**src/rtl/a2d_spi_resp_pkg.sv**
```systemverilog
// Shared types and constants for the A2D SPI responder.
package a2d_resp_pkg;

  typedef enum logic [1:0] {
    ARM   = 2'd0,
    IDLE  = 2'd1,
    SHIFT = 2'd2
  } state_t;

  localparam int FRM_BITS = 16;
  localparam int CHNL_MSB = 13;
  localparam int CHNL_LSB = 11;
  localparam int RES_W    = 12;

endpackage

```
**src/rtl/a2d_spi_resp_if.sv**
```systemverilog
// SPI pin bundle between the A2D master and the responder.
interface a2d_spi_resp_if;
  logic SS_n;
  logic SCLK;
  logic MOSI;
  logic MISO;

  modport master (output SS_n, output SCLK, output MOSI, input MISO);
  modport slave  (input SS_n, input SCLK, input MOSI, output MISO);
endinterface

```
**src/rtl/a2d_spi_resp_spi_pin_sync.sv**
```systemverilog
// Multi-flop synchronizer for one SPI pin plus a history flop for edge pulses.
// SYNC_STG must be at least 2.
module spi_pin_sync #(
  parameter int   SYNC_STG = 2,
  parameter logic RST_VAL  = 1'b1
) (
  input  logic clk,
  input  logic rst_n,
  input  logic i_pin,
  output logic o_lvl,
  output logic o_rise,
  output logic o_fall
);

  logic [SYNC_STG-1:0] r_sync;
  logic                r_hist;

  // shift the pin through the sync chain; history holds the previous synced level
  always_ff @(posedge clk or negedge rst_n) begin
    if (!rst_n) begin
      r_sync <= {SYNC_STG{RST_VAL}};
      r_hist <= RST_VAL;
    end else begin
      r_sync <= {r_sync[SYNC_STG-2:0], i_pin};
      r_hist <= r_sync[SYNC_STG-1];
    end
  end

  assign o_lvl  = r_sync[SYNC_STG-1];
  assign o_rise =  r_sync[SYNC_STG-1] & ~r_hist;
  assign o_fall = ~r_sync[SYNC_STG-1] &  r_hist;

endmodule

```
**src/rtl/a2d_spi_resp.sv**
```systemverilog
// SPI responder standing in for the 8-channel 12-bit A2D converter.
// Decodes {2'b00, chnnl, 11'h0} and returns {4'h0, value} on the next frame.
module a2d_spi_resp
  import a2d_resp_pkg::*;
#(
  parameter int SYNC_STG = 2
) (
  input  logic                 clk,
  input  logic                 rst_n,
  a2d_spi_resp_if.slave        spi,
  input  logic [8*RES_W-1:0]   i_chan_vals,
  output logic [2:0]           o_chnnl_lat,
  output logic [FRM_BITS-1:0]  o_rx_cmd,
  output logic                 o_frm_vld,
  output logic                 o_frm_err
);

  // ARM must see SS_n high this many consecutive cycles; the sync chain resets
  // high, so a pin held low through reset shows at most SYNC_STG stale highs.
  localparam logic [3:0] ARM_CNT = 4'(SYNC_STG + 1);
  localparam logic [4:0] BITS_5  = 5'(FRM_BITS);

  logic                w_ss_lvl, w_ss_rise, w_ss_fall;
  logic                w_sclk_rise, w_sclk_fall;
  logic                w_mosi;
  logic [RES_W-1:0]    w_chan_sel;

  state_t              r_state;
  logic [3:0]          r_arm_cnt;
  logic [4:0]          r_bit_cnt;
  logic                r_first_fall;
  logic [FRM_BITS-1:0] r_tx_shft;
  logic [FRM_BITS-1:0] r_rx_shft;
  logic                r_end_good;
  logic                r_end_bad;
  logic [SYNC_STG-1:0] r_mosi_sync;
  logic [2:0]          r_chnnl_lat;
  logic [FRM_BITS-1:0] r_rx_cmd;
  logic                r_frm_vld;
  logic                r_frm_err;

  spi_pin_sync #(.SYNC_STG(SYNC_STG), .RST_VAL(1'b1)) u_ss_sync (
    .clk    (clk),
    .rst_n  (rst_n),
    .i_pin  (spi.SS_n),
    .o_lvl  (w_ss_lvl),
    .o_rise (w_ss_rise),
    .o_fall (w_ss_fall)
  );

  spi_pin_sync #(.SYNC_STG(SYNC_STG), .RST_VAL(1'b1)) u_sclk_sync (
    .clk    (clk),
    .rst_n  (rst_n),
    .i_pin  (spi.SCLK),
    .o_lvl  (),
    .o_rise (w_sclk_rise),
    .o_fall (w_sclk_fall)
  );

  // MOSI only needs its level, delayed to line up with the SCLK edge pulses
  always_ff @(posedge clk or negedge rst_n) begin
    if (!rst_n) r_mosi_sync <= '0;
    else        r_mosi_sync <= {r_mosi_sync[SYNC_STG-2:0], spi.MOSI};
  end
  assign w_mosi = r_mosi_sync[SYNC_STG-1];

  assign w_chan_sel = i_chan_vals[RES_W*int'(r_chnnl_lat) +: RES_W];

  // frame FSM: arm, wait for select, shift bits, classify the frame on select release
  always_ff @(posedge clk or negedge rst_n) begin
    if (!rst_n) begin
      r_state      <= ARM;
      r_arm_cnt    <= '0;
      r_bit_cnt    <= '0;
      r_first_fall <= 1'b0;
      r_tx_shft    <= '0;
      r_rx_shft    <= '0;
      r_end_good   <= 1'b0;
      r_end_bad    <= 1'b0;
    end else begin
      r_end_good <= 1'b0;
      r_end_bad  <= 1'b0;
      case (r_state)
        ARM: begin
          if (!w_ss_lvl) begin
            r_arm_cnt <= '0;
          end else if (r_arm_cnt == ARM_CNT - 4'd1) begin
            r_arm_cnt <= '0;
            r_state   <= IDLE;
          end else begin
            r_arm_cnt <= r_arm_cnt + 4'd1;
          end
        end
        IDLE: begin
          if (w_ss_fall) begin
            r_tx_shft    <= {4'h0, w_chan_sel};
            r_bit_cnt    <= '0;
            r_first_fall <= 1'b1;
            r_state      <= SHIFT;
          end
        end
        SHIFT: begin
          // select release wins over any SCLK edge landing in the same cycle
          if (w_ss_rise) begin
            r_end_good <= (r_bit_cnt == BITS_5);
            r_end_bad  <= (r_bit_cnt != BITS_5);
            r_state    <= IDLE;
          end else begin
            if (w_sclk_rise) begin
              r_rx_shft <= {r_rx_shft[FRM_BITS-2:0], w_mosi};
              if (r_bit_cnt != 5'd31) r_bit_cnt <= r_bit_cnt + 5'd1;
            end
            // the leading fall only opens the frame; MSB is already on MISO
            if (w_sclk_fall) begin
              if (r_first_fall) r_first_fall <= 1'b0;
              else              r_tx_shft    <= {r_tx_shft[FRM_BITS-2:0], 1'b0};
            end
          end
        end
        default: r_state <= ARM;
      endcase
    end
  end

  // publish frame result one cycle after classification, with the latched command
  always_ff @(posedge clk or negedge rst_n) begin
    if (!rst_n) begin
      r_frm_vld   <= 1'b0;
      r_frm_err   <= 1'b0;
      r_rx_cmd    <= '0;
      r_chnnl_lat <= '0;
    end else begin
      r_frm_vld <= r_end_good;
      r_frm_err <= r_end_bad;
      if (r_end_good) begin
        r_rx_cmd    <= r_rx_shft;
        r_chnnl_lat <= r_rx_shft[CHNL_MSB:CHNL_LSB];
      end
    end
  end

  assign spi.MISO    = r_tx_shft[FRM_BITS-1];
  assign o_chnnl_lat = r_chnnl_lat;
  assign o_rx_cmd    = r_rx_cmd;
  assign o_frm_vld   = r_frm_vld;
  assign o_frm_err   = r_frm_err;

endmodule

```
**src/flat_wrapper.sv**
```systemverilog
// flat-port wrapper written by rule: the top's interface ports become plain ports
module a2d_spi_resp_flat import a2d_resp_pkg::*;
#(
  parameter int SYNC_STG = 2
)
  (clk, rst_n, i_chan_vals, o_chnnl_lat, o_rx_cmd, o_frm_vld, o_frm_err, spi_SS_n, spi_SCLK, spi_MOSI, spi_MISO);
  a2d_spi_resp_if spi_i ();
  input  logic clk;
  input  logic rst_n;
  input  logic [8*RES_W-1:0] i_chan_vals;
  output logic [2:0] o_chnnl_lat;
  output logic [FRM_BITS-1:0] o_rx_cmd;
  output logic o_frm_vld;
  output logic o_frm_err;
  input wire logic [$bits(spi_i.SS_n)-1:0] spi_SS_n;
  input wire logic [$bits(spi_i.SCLK)-1:0] spi_SCLK;
  input wire logic [$bits(spi_i.MOSI)-1:0] spi_MOSI;
  output wire logic [$bits(spi_i.MISO)-1:0] spi_MISO;
  assign spi_i.SS_n = spi_SS_n;
  assign spi_i.SCLK = spi_SCLK;
  assign spi_i.MOSI = spi_MOSI;
  assign spi_MISO = spi_i.MISO;
  a2d_spi_resp #(.SYNC_STG(SYNC_STG)) u_core (.clk(clk), .rst_n(rst_n), .spi(spi_i), .i_chan_vals(i_chan_vals), .o_chnnl_lat(o_chnnl_lat), .o_rx_cmd(o_rx_cmd), .o_frm_vld(o_frm_vld), .o_frm_err(o_frm_err));
endmodule
```
**config.mk**
```make
export PLATFORM = sky130hd
export DESIGN_NAME = a2d_spi_resp_flat
export DESIGN_NICKNAME = d
export VERILOG_FILES = /design/src/rtl/a2d_spi_resp_pkg.sv /design/src/rtl/a2d_spi_resp_if.sv /design/src/rtl/a2d_spi_resp_spi_pin_sync.sv /design/src/rtl/a2d_spi_resp.sv /design/src/flat_wrapper.sv
export SDC_FILE = /design/constraint.sdc
export NUM_CORES = 1
export LEC_CHECK = 0
export BUFFER_PORTS_ARGS = -buffer_cell sky130_fd_sc_hd__buf_2
export CAP_MARGIN = 20
export CORE_MARGIN = 4
export CORE_UTILIZATION = 51
export CTS_CLUSTER_SIZE = 8
export DETAILED_ROUTE_END_ITERATION = 7
export PLACE_DENSITY_LB_ADDON = 0.08
export SETUP_SLACK_MARGIN = 0.2
export SYNTH_ARGS = -nofsm -noshare
export SYNTH_HDL_FRONTEND = slang
export SYNTH_HIERARCHICAL = 1
export SYNTH_SLANG_ARGS = --single-unit
export TNS_END_PERCENT = 1
```
**constraint.sdc**
```tcl
create_clock -name clk -period 2.2 [get_ports clk]
set_input_delay 0.11 -clock clk [delete_from_list [all_inputs] [get_ports clk]]
set_output_delay 0.11 -clock clk [all_outputs]
set_load 0.005 [all_outputs]
```
==> impl_metrics.py, run 1 <==
metrics = {
    "route": {
        "dr_wl_met2_um": 4106,
        "ant_nets": 0,
        "via_count": 2842,
        "drc": 0,
        "drtIter0Drc": 69,
        "drt_wl_total_um": 8502,
        "dr.max_layer_used": "met4",
        "wl_met3_um": 494,
        "vias_per_cell": 5.434,
        "wl_per_cell_um": 16.26,
        "dr.pass1.iters": 4,
        "m1WireLength_um": 3825,
    },
    "worst_setup_path": {
        "crit_type": "flip-flop to flip-flop",
        "critPathBufInv": 0,
        "rrSetupSlack_ns": 0.31,
        "crit_start": "u_core/u_ss_sync/r_sync[1]$_DFF_PN1_",
        "crit_end": "u_core/r_tx_shft[2]$_DFFE_PN0P_",
        "worst-path-stages": 4,
        "reg2reg_depth": 4,
        "timing.rr.end": "u_core/r_tx_shft[2]$_DFFE_PN0P_",
        "critPathLaunchType": "flip-flop",
        "cp.required_ns": 2.42,
        "critPathCaptureType": "flip-flop",
        "crit_family": "simple AND/OR/NAND/NOR gates",
        "slowest_stage": "dfstp_2",
        "crit_chain": "nor2b_2 > and4bb_2 > and2_2 > a221o_1",
        "crit_fanout": 11,
        "r2r-start": "u_core/u_ss_sync/r_sync[1]$_DFF_PN1_",
        "cp_data_arrival_time_ns": 2.11,
        "max_stage_delay_ns": 0.59,
    },
    "clocking": {
        "clk_pin_slew_worst_paths_ns": 0.08,
        "insertion_delay_ns": 0.34,
        "cts-root-buf": "clkbuf_8",
        "h-tree-depth": 3,
        "cts_tree": "built",
        "cts_made_buffers": 9,
        "cts_sinks": 72,
        "max-clock-path-buffers": 2,
    },
    "synthesis": {
        "syn_nets": 410,
        "synthCells": 304,
        "synth_seq_area_share": 0.4843,
        "ys_async_sr_fraction": 1.000,
        "synth_flop_cell": "dfrtp_1",
        "syn-cell-area_um2": 3736,
        "ys_types": 41,
        "yosysWarningCount": 6,
        "avgSynthCellArea_um2": 12.29,
        "ys_ff_latch": 72,
        "synth_edf_count": 0,
    },
    "outcome": {
        "status": "completed",
    },
    "min_path": {
        "hold_class": "input port to async pin",
    },
    "grt": {
        "first_global_vias": 2858,
        "grt_max_degree": 57,
        "grt-ovfl-total": 0,
        "antenna_found_initial": 0,
        "grt_first_pass_wirelength_um": 13630,
        "grt_usage": 0.1998,
    },
    "timing": {
        "holdWs_ns": 0.2608,
        "slew_headroom": 0.4980,
        "rsz0062_at_grt": "no",
        "min_period_ns": 1.890,
        "max_freq_mhz": 529.0,
        "hold_viol": 0,
        "tightest_slew_ns": 0.7530,
        "slew_violations": 0,
        "setup_violations": 0,
        "post-route-period-util": 0.8593,
        "setup_tns_ns": 0,
        "fin_skew_ns": 0.01343,
    },
    "placement": {
        "place_congestion": 0.7641,
        "post-place-cells": 503,
        "port_buffers": 122,
        "hpwl_um": 6261,
        "dpl_cell_area_um2": 4367,
    },
    "layout": {
        "final_common_cell": "buf_2",
        "final_area_um2": 4579,
        "nets": 528,
        "final_cell_mix": "buf_2, dfrtp_1, mux2_2",
        "stdcell_count": 523,
        "antenna_cells": 0,
        "fillers": 571,
        "areaGrowthSynthToFinish_pct": 22.57,
        "drive_gt1_frac": 0.4918,
    },
    "flow_run": {
        "cap_violations": 0,
    },
    "floorplanning": {
        "start_util": 0.5380,
        "io_pins": 123,
        "fp.dieW_um": 93.59,
        "num_rows": 30,
        "die_y_um": 93.59,
        "fp.dieArea_um2": 8759,
        "core_um2": 6944,
    },
    "power_and_ir_drop": {
        "p_leak_nw": 2.225,
        "max-vdd-ir-drop_v": 0.0004768,
        "power.density_nw_per_um2": 676.2,
    },
}
-- power breakdown --
group	switching [W]	internal [W]	total, W
Sequential	0.000149	0.00151	0.00166
Clock	0.000493	0.000413	0.000906
Combinational	0.000228	0.000300	0.000529
-- state kept, by name, indices dropped and copies added (netlist names), 2 cells and up --
name	count
u_core/r_rx_shft	16
u_core/r_state	2
u_core/o_rx_cmd	14
u_core/u_ss_sync/r_sync	2
u_core/u_sclk_sync/r_sync	2
u_core/r_arm_cnt	4
u_core/r_bit_cnt	5
u_core/r_mosi_sync	2
u_core/o_chnnl_lat	2
u_core/r_tx_shft	16
-- kinds of logic (layout without fill, tap and decap cells) --
family,count (synthesis),after routing,synth area share
multiplexers,46,46,0.1808
AO/OA/AOI/OAI,59,59,0.1152
buffers and inverters,35,158,0.06129
adder cells (fa/ha/maj),5,5,0.01674
flip-flops,72,72,0.4843
AND/OR/NAND/NOR,87,87,0.1417
-- area by class of cell --
cell class	instances	area, µm²	share of cell area
Clock buffer	10	127.6	0.02787
Clock inverter	6	42.54	0.009290
Inverter	8	30.03	0.006557
Multi-Input combinational cell	197	1700	0.3713
Sequential cell	72	1810	0.3954
Tap cell	96	120.1	0.02623
Timing Repair Buffer	134	748.2	0.1634
-- how the worst min path moves through the flow --
stage,startpoint,endpoint,slack [ns],depth (start not counted)
floorplan,rst_n,u_core/o_chnnl_lat[0]$_DFFE_PN0P_,-0.19,0
global placement,rst_n,u_core/r_arm_cnt[0]$_DFFE_PN0N_,0.11,1
CTS,i_chan_vals[88],u_core/r_tx_shft[4]$_DFFE_PN0P_,0.25,4
detailed placement,rst_n,u_core/r_arm_cnt[0]$_DFFE_PN0N_,0.12,1
finish,rst_n,u_core/r_arm_cnt[0]$_DFFE_PN0N_,0.26,2
global route,i_chan_vals[88],u_core/r_tx_shft[4]$_DFFE_PN0P_,0.29,4
-- timing repair --
action / CTS / global route
setup buffers: 0 / 0
gates resized for setup: 0 / 1
endpoints found under the setup margin: 0 / 12
hold buffers: 4 / 0
endpoints found under the hold margin: 25 / 0
-- layer usage --
metal	up-vias	GRT usage
li1	1368	-
met1	1394	0.2704
met2	72	0.3169
met3	8	0.05471
met4	0	0.05776
met5	-	0
-- per-stage QoR --
| stage | total power [W] | util | setup WS, ns |
|---|---|---|---|
| after floorplan | 0.001996 | - | 0.3429 |
| after global placement | 0.002184 | 0.6288 | 0.3216 |
| after detailed placement | 0.002208 | 0.6288 | 0.2522 |
| after CTS | 0.003137 | 0.6591 | 0.2295 |
| after global routing | 0.003290 | 0.6595 | 0.2139 |
| final | 0.003096 | 0.6595 | 0.3096 |
-- synth_stat cells (all sizes together), types with 3 or more instances --
| master | number | share of area |
|---|---|---|
| and2b | 14 | 0.033 |
| dfstp | 6 | 0.042 |
| nor2 | 14 | 0.014 |
| nand3 | 5 | 0.0067 |
| nand2 | 15 | 0.015 |
| nor2b | 13 | 0.022 |
| inv | 8 | 0.0080 |
| and3 | 3 | 0.0050 |
| o31ai | 4 | 0.0080 |
| nor4 | 11 | 0.018 |
| dfrtp | 66 | 0.44 |
| a221o | 11 | 0.029 |
| o21ai | 16 | 0.021 |
| buf | 18 | 0.038 |
| mux4 | 12 | 0.078 |
| nand2b | 3 | 0.0070 |
| clkbuf | 9 | 0.015 |
| ha | 5 | 0.017 |
| a211oi | 22 | 0.044 |
| mux2 | 34 | 0.10 |
Note: power is estimated with default switching activity, not from simulation.
==> run 2: changes to the inputs <==
--- a/config.mk
+++ b/config.mk
@@ -7,6 +7,7 @@
 export LEC_CHECK = 0
 export BUFFER_PORTS_ARGS = -buffer_cell sky130_fd_sc_hd__buf_2
 export CAP_MARGIN = 20
+export CORE_ASPECT_RATIO = 0.7
 export CORE_MARGIN = 4
 export CORE_UTILIZATION = 51
 export CTS_CLUSTER_SIZE = 8
==> run 2 against run 1 <==
Net effect:
- routed wire length grew 1.8%
- clock power grew 39%
- cell area grew 1.4%
- worst setup slack lost 0.0031 ns
- global-route usage grew 0.60 points
- largest power group unchanged
==> impl_metrics.py, run 2 (same netlist as run 1, synthesis figures left out) <==
metrics = {
    "outcome": {
        "status": "completed",
    },
    "timing": {
        "setup_violations": 0,
        "post-route-period-util": 0.8606,
        "fin_skew_ns": 0.009437,
        "slew_headroom": 0.5061,
        "slew_violations": 0,
        "rsz0062_at_grt": "no",
        "min_period_ns": 1.893,
        "setup_tns_ns": 0,
        "hold_viol": 0,
        "tightest_slew_ns": 0.7409,
        "max_freq_mhz": 528.1,
    },
    "route": {
        "drt_wl_total_um": 8659,
        "drtIter0Drc": 157,
        "wl_met3_um": 562,
        "ant_nets": 0,
        "via_count": 2877,
        "drc": 0,
        "dr.max_layer_used": "met4",
        "dr.pass1.iters": 4,
        "dr_wl_met2_um": 4033,
        "m1WireLength_um": 4002,
        "vias_per_cell": 5.511,
        "wl_per_cell_um": 16.59,
    },
    "clocking": {
        "cts_tree": "built",
        "cts-root-buf": "clkbuf_8",
        "clk_pin_slew_worst_paths_ns": 0.08,
        "insertion_delay_ns": 0.34,
        "cts_sinks": 72,
        "cts_made_buffers": 9,
        "h-tree-depth": 3,
        "max-clock-path-buffers": 2,
    },
    "min_path": {
        "hold_class": "input port to async pin",
    },
    "layout": {
        "nets": 529,
        "final_common_cell": "buf_2",
        "final_cell_mix": "buf_2, dfrtp_1, mux2_2",
        "drive_gt1_frac": 0.4883,
        "areaGrowthSynthToFinish_pct": 24.25,
        "antenna_cells": 0,
    },
    "worst_setup_path": {
        "critPathCaptureType": "flip-flop",
        "slowest_stage": "dfstp_2",
        "cp_data_arrival_time_ns": 2.11,
        "crit_fanout": 11,
        "crit_chain": "nor2b_1 > and4bb_2 > and2_2 > a221o_1",
        "cp.required_ns": 2.42,
        "crit_type": "flip-flop to flip-flop",
        "critPathLaunchType": "flip-flop",
        "max_stage_delay_ns": 0.59,
    },
    "grt": {
        "first_global_vias": 2838,
        "grt_first_pass_wirelength_um": 14010,
        "antenna_found_initial": 0,
        "grt_usage": 0.2058,
        "grt_max_degree": 62,
        "grt-ovfl-total": 0,
    },
    "floorplanning": {
        "num_rows": 25,
        "start_util": 0.5380,
        "fp.dieW_um": 110.3,
        "fp.dieArea_um2": 8781,
        "die_y_um": 79.61,
        "io_pins": 123,
        "core_um2": 6944,
    },
    "power_and_ir_drop": {
        "power.density_nw_per_um2": 747.0,
        "p_leak_nw": 2.266,
        "max-vdd-ir-drop_v": 0.0004216,
        "power_w": 0.003467,
    },
    "placement": {
        "port_buffers": 122,
        "hpwl_um": 6469,
        "place_congestion": 0.8466,
    },
    "flow_run": {
        "cap_violations": 0,
    },
}
[run 2: stage by stage]
stage | hold WS, ns | util | instance area [µm²] | setup slack, ns | cells
floorplan | -0.1856 | - | 3736 | 0.3429 | 304
global placement | 0.04208 | 0.6276 | 4358 | 0.4060 | 502
detailed placement | 0.04263 | 0.6276 | 4358 | 0.3624 | 502
CTS | 0.2020 | 0.6685 | 4642 | 0.3337 | 522
global route | 0.2192 | 0.6685 | 4642 | 0.2578 | 522
finish | 0.2029 | 0.6685 | 4642 | 0.3066 | 522
[run 2: path summary, 6_finish.rpt]
kind,to,slack (ns),cells after the start,from
max,u_core/r_tx_shft[8]$_DFFE_PN0P_,0.31,4,u_core/u_ss_sync/r_sync[1]$_DFF_PN1_
min,u_core/r_arm_cnt[0]$_DFFE_PN0N_,0.20,2,rst_n
max reg2reg,u_core/r_tx_shft[8]$_DFFE_PN0P_,0.31,4,u_core/u_ss_sync/r_sync[1]$_DFF_PN1_
min reg2reg,u_core/u_ss_sync/r_sync[1]$_DFF_PN1_,0.34,0,u_core/u_ss_sync/r_sync[0]$_DFF_PN1_
max in group asynchronous,u_core/u_sclk_sync/r_sync[0]$_DFF_PN1_,1.32,3,rst_n
min in group clk,u_core/r_tx_shft[9]$_DFFE_PN0P_,0.25,4,i_chan_vals[93]
[run 2: layout make-up]
type / instances / area (µm²)
repair buffers: 135 / 743.2
flip-flops and latches: 72 / 1809
clock buffers: 10 / 127.6
well taps: 94 / 117.6
inverters: 8 / 30.03
multi-input cells: 197 / 1698
fillers: 580 / 2302
clock inverters: 6 / 116.4
[run 2: where the power goes]
group / internal [W] / switching [W]
clock network: 0.000762 / 0.000500
registers: 0.00151 / 0.000160
logic: 0.000299 / 0.000233
total: 0.00257 / 0.000893
[run 2: critical path: cells and delay by family (launching register included)]
family          cells  cell delay, ns
flops               1            0.59
simple gates        3            0.81
compound gates      1            0.38
[run 2: routing by layer]
metal / track usage / up-vias
li1: - / 1371
met1: 0.3022 / 1406
met2: 0.3008 / 94
met3: 0.06225 / 6
met4: 0.04551 / 0
met5: 0 / -
[run 2: what timing repair did]
| action | 4_1_cts | 5_1_grt |
|---|---|---|
| hold buffers | 4 | 0 |
| buffers inserted | 0 | 0 |
| resized for setup | 0 | 0 |
| endpoints found under the hold margin | 17 | 0 |
==> run 3: changes to the inputs <==
==> constraint.sdc (replaced) <==
create_clock -name clk -period 2.2 [get_ports clk]
set_input_delay 0.44 -clock clk [delete_from_list [all_inputs] [get_ports clk]]
set_output_delay 0.44 -clock clk [all_outputs]
set_load 0.005 [all_outputs]
==> run 3 against run 2 <==
Net effect:
- maximum frequency increased by 2.2%
- via count decreased by 2.6%
- sequential share of layout area increased by 1.1 points
- worst hold slack got worse by 0.076 ns
- global-route usage decreased by 0.81 points
- die area unchanged
- clock power decreased by 32%
- final cell count decreased by 0.96%
- power decreased by 12%
- critical path type unchanged
- largest cell class unchanged
- largest power group unchanged
- highest routed layer unchanged
==> impl_metrics.py, run 3 (same netlist as run 1, synthesis figures left out) <==
metrics = {
    "outcome": {
        "status": "completed",
    },
    "floorplanning": {
        "core_um2": 6944,
        "fp.dieArea_um2": 8781,
        "start_util": 0.5380,
        "die_y_um": 79.61,
        "fp.dieW_um": 110.3,
        "num_rows": 25,
        "io_pins": 123,
    },
    "layout": {
        "final_cell_mix": "buf_2, dfrtp_1, mux2_2",
        "nets": 525,
        "areaGrowthSynthToFinish_pct": 20.96,
        "multiInputGateArea_um2": 1698,
        "fillers": 560,
        "final_common_cell": "buf_2",
        "antenna_cells": 0,
        "drive_gt1_frac": 0.4941,
        "regArea_um2": 1809,
    },
    "power_and_ir_drop": {
        "max-vdd-ir-drop_v": 0.0002913,
        "p_leak_nw": 2.205,
        "power.density_nw_per_um2": 674.1,
    },
    "clocking": {
        "insertion_delay_ns": 0.34,
        "cts_made_buffers": 9,
        "cts_resized": 0,
        "clk_pin_slew_worst_paths_ns": 0.07,
        "hold_buffers": 0,
        "cts_sinks": 72,
        "cts-root-buf": "clkbuf_8",
        "max-clock-path-buffers": 2,
        "post-cts-setup-buffers": 0,
        "h-tree-depth": 3,
        "cts_tree": "built",
    },
    "grt": {
        "grt_first_pass_wirelength_um": 13460,
        "grt_use_met3": 0.05335,
        "top_usage_layer": "met1",
        "grt-ovfl-total": 0,
        "met2_usage": 0.2845,
        "antenna_found_initial": 0,
        "use_met1": 0.2965,
        "grt_usage": 0.1977,
        "grt_max_degree": 73,
        "first_global_vias": 2786,
    },
    "timing": {
        "hold_viol": 0,
        "slew_headroom": 0.5270,
        "tightest_slew_ns": 0.7095,
        "max_freq_mhz": 539.8,
        "slew_violations": 0,
        "min_period_ns": 1.852,
        "post-route-period-util": 0.8420,
        "setup_violations": 0,
        "setup_tns_ns": 0,
        "fin_skew_ns": 0.01120,
        "timing.final.ws_setup_ns": 0.3476,
        "rsz0062_at_grt": "no",
    },
    "worst_setup_path": {
        "slowest_stage": "dfstp_2",
        "reg2reg_depth": 4,
        "critPathLaunchType": "flip-flop",
        "cp_data_arrival_time_ns": 2.07,
        "crit_type": "flip-flop to flip-flop",
        "timing.rr.end": "u_core/r_tx_shft[5]$_DFFE_PN0P_",
        "rrSetupSlack_ns": 0.35,
        "critPathCaptureType": "flip-flop",
        "r2r-start": "u_core/u_ss_sync/r_sync[1]$_DFF_PN1_",
        "cp.required_ns": 2.42,
        "crit_chain": "nor2b_1 > and4bb_2 > and2_2 > a221o_1",
        "crit_fanout": 11,
        "max_stage_delay_ns": 0.58,
    },
    "route": {
        "drt_wl_total_um": 8426,
        "ant_nets": 0,
        "wl_per_cell_um": 16.30,
        "via_count": 2801,
        "vias_per_cell": 5.418,
        "drc": 0,
        "drtIter0Drc": 209,
        "dr.pass1.iters": 4,
    },
    "min_path": {
        "hold_class": "input port to async pin",
    },
    "flow_run": {
        "cap_violations": 0,
    },
    "placement": {
        "hpwl_um": 6367,
        "port_buffers": 122,
        "place_congestion": 0.8114,
        "dp_worst_setup_slack_ns": 0.3452,
    },
}
==> run 3: changes by cell type in the layout (fill, tap and decap cells not counted), sizes merged <==
cell	delta
dlygate4sd3	-4
bufinv	-3
clkinvlp	+3
clkbuf	-1
clkinv	+1
inv	-1
==> run 3: report_power, final <==
| group | leakage (nW) | internal, W | total, W | switching [W] |
|---|---|---|---|---|
| combinational | 1.18 | 0.000294 | 0.000520 | 0.000226 |
| clock | 0.0769 | 0.000395 | 0.000856 | 0.000460 |
| sequential | 0.952 | 0.00151 | 0.00167 | 0.000156 |
==> run 3: how the worst max path moves through the flow <==
stage | start | endpoint | depth (start not counted)
finish | u_core/u_ss_sync/r_sync[1]$_DFF_PN1_ | u_core/r_tx_shft[5]$_DFFE_PN0P_ | 4
global route | u_core/u_ss_sync/r_sync[1]$_DFF_PN1_ | u_core/r_tx_shft[4]$_DFFE_PN0P_ | 4
CTS | u_core/u_ss_sync/r_sync[1]$_DFF_PN1_ | u_core/r_tx_shft[1]$_DFFE_PN0P_ | 4
detailed placement | u_core/u_ss_sync/r_sync[1]$_DFF_PN1_ | u_core/r_tx_shft[6]$_DFFE_PN0P_ | 4
global placement | u_core/o_chnnl_lat[0]$_DFFE_PN0P_ | u_core/r_tx_shft[11]$_DFFE_PN0P_ | 5
floorplan | u_core/u_ss_sync/r_sync[1]$_DFF_PN1_ | u_core/r_tx_shft[10]$_DFFE_PN0P_ | 5
==> run 3: worst max-delay path: cells and delay by family (launching register included) <==
kind	cells	cell delay (ns)
and+or+nand+nor	3	0.79
DFF	1	0.58
AOI/OAI and AO/OA	1	0.37
==> run 3: per-stage QoR <==
step	instance area, µm²	total power (W)	util	hold slack (ns)	cells
floorplan	3736	0.001996	-	0.1444	304
global placement	4358	0.002189	0.6276	0.3417	502
detailed placement	4358	0.002213	0.6276	0.3478	502
CTS	4519	0.003077	0.6508	0.1199	517
global route	4519	0.003233	0.6508	0.1400	517
finish	4519	0.003046	0.6508	0.1273	517
==> run 3: layout make-up <==
cell class	instances	share of cell area
sequential	72	0.4003
clock buffer	9	0.02741
tap	94	0.02602
clock inverter	6	0.008306
inverter	8	0.006645
timing repair buffer	131	0.1556
multi-input combinational	197	0.3757
==> run 3: routing by layer <==
metal / vias to the layer above / routed length (µm)
li1: 1355 / -
met1: 1360 / 4005
met2: 79 / 3864
met3: 7 / 504
met4: 0 / 53
met5: - / 0
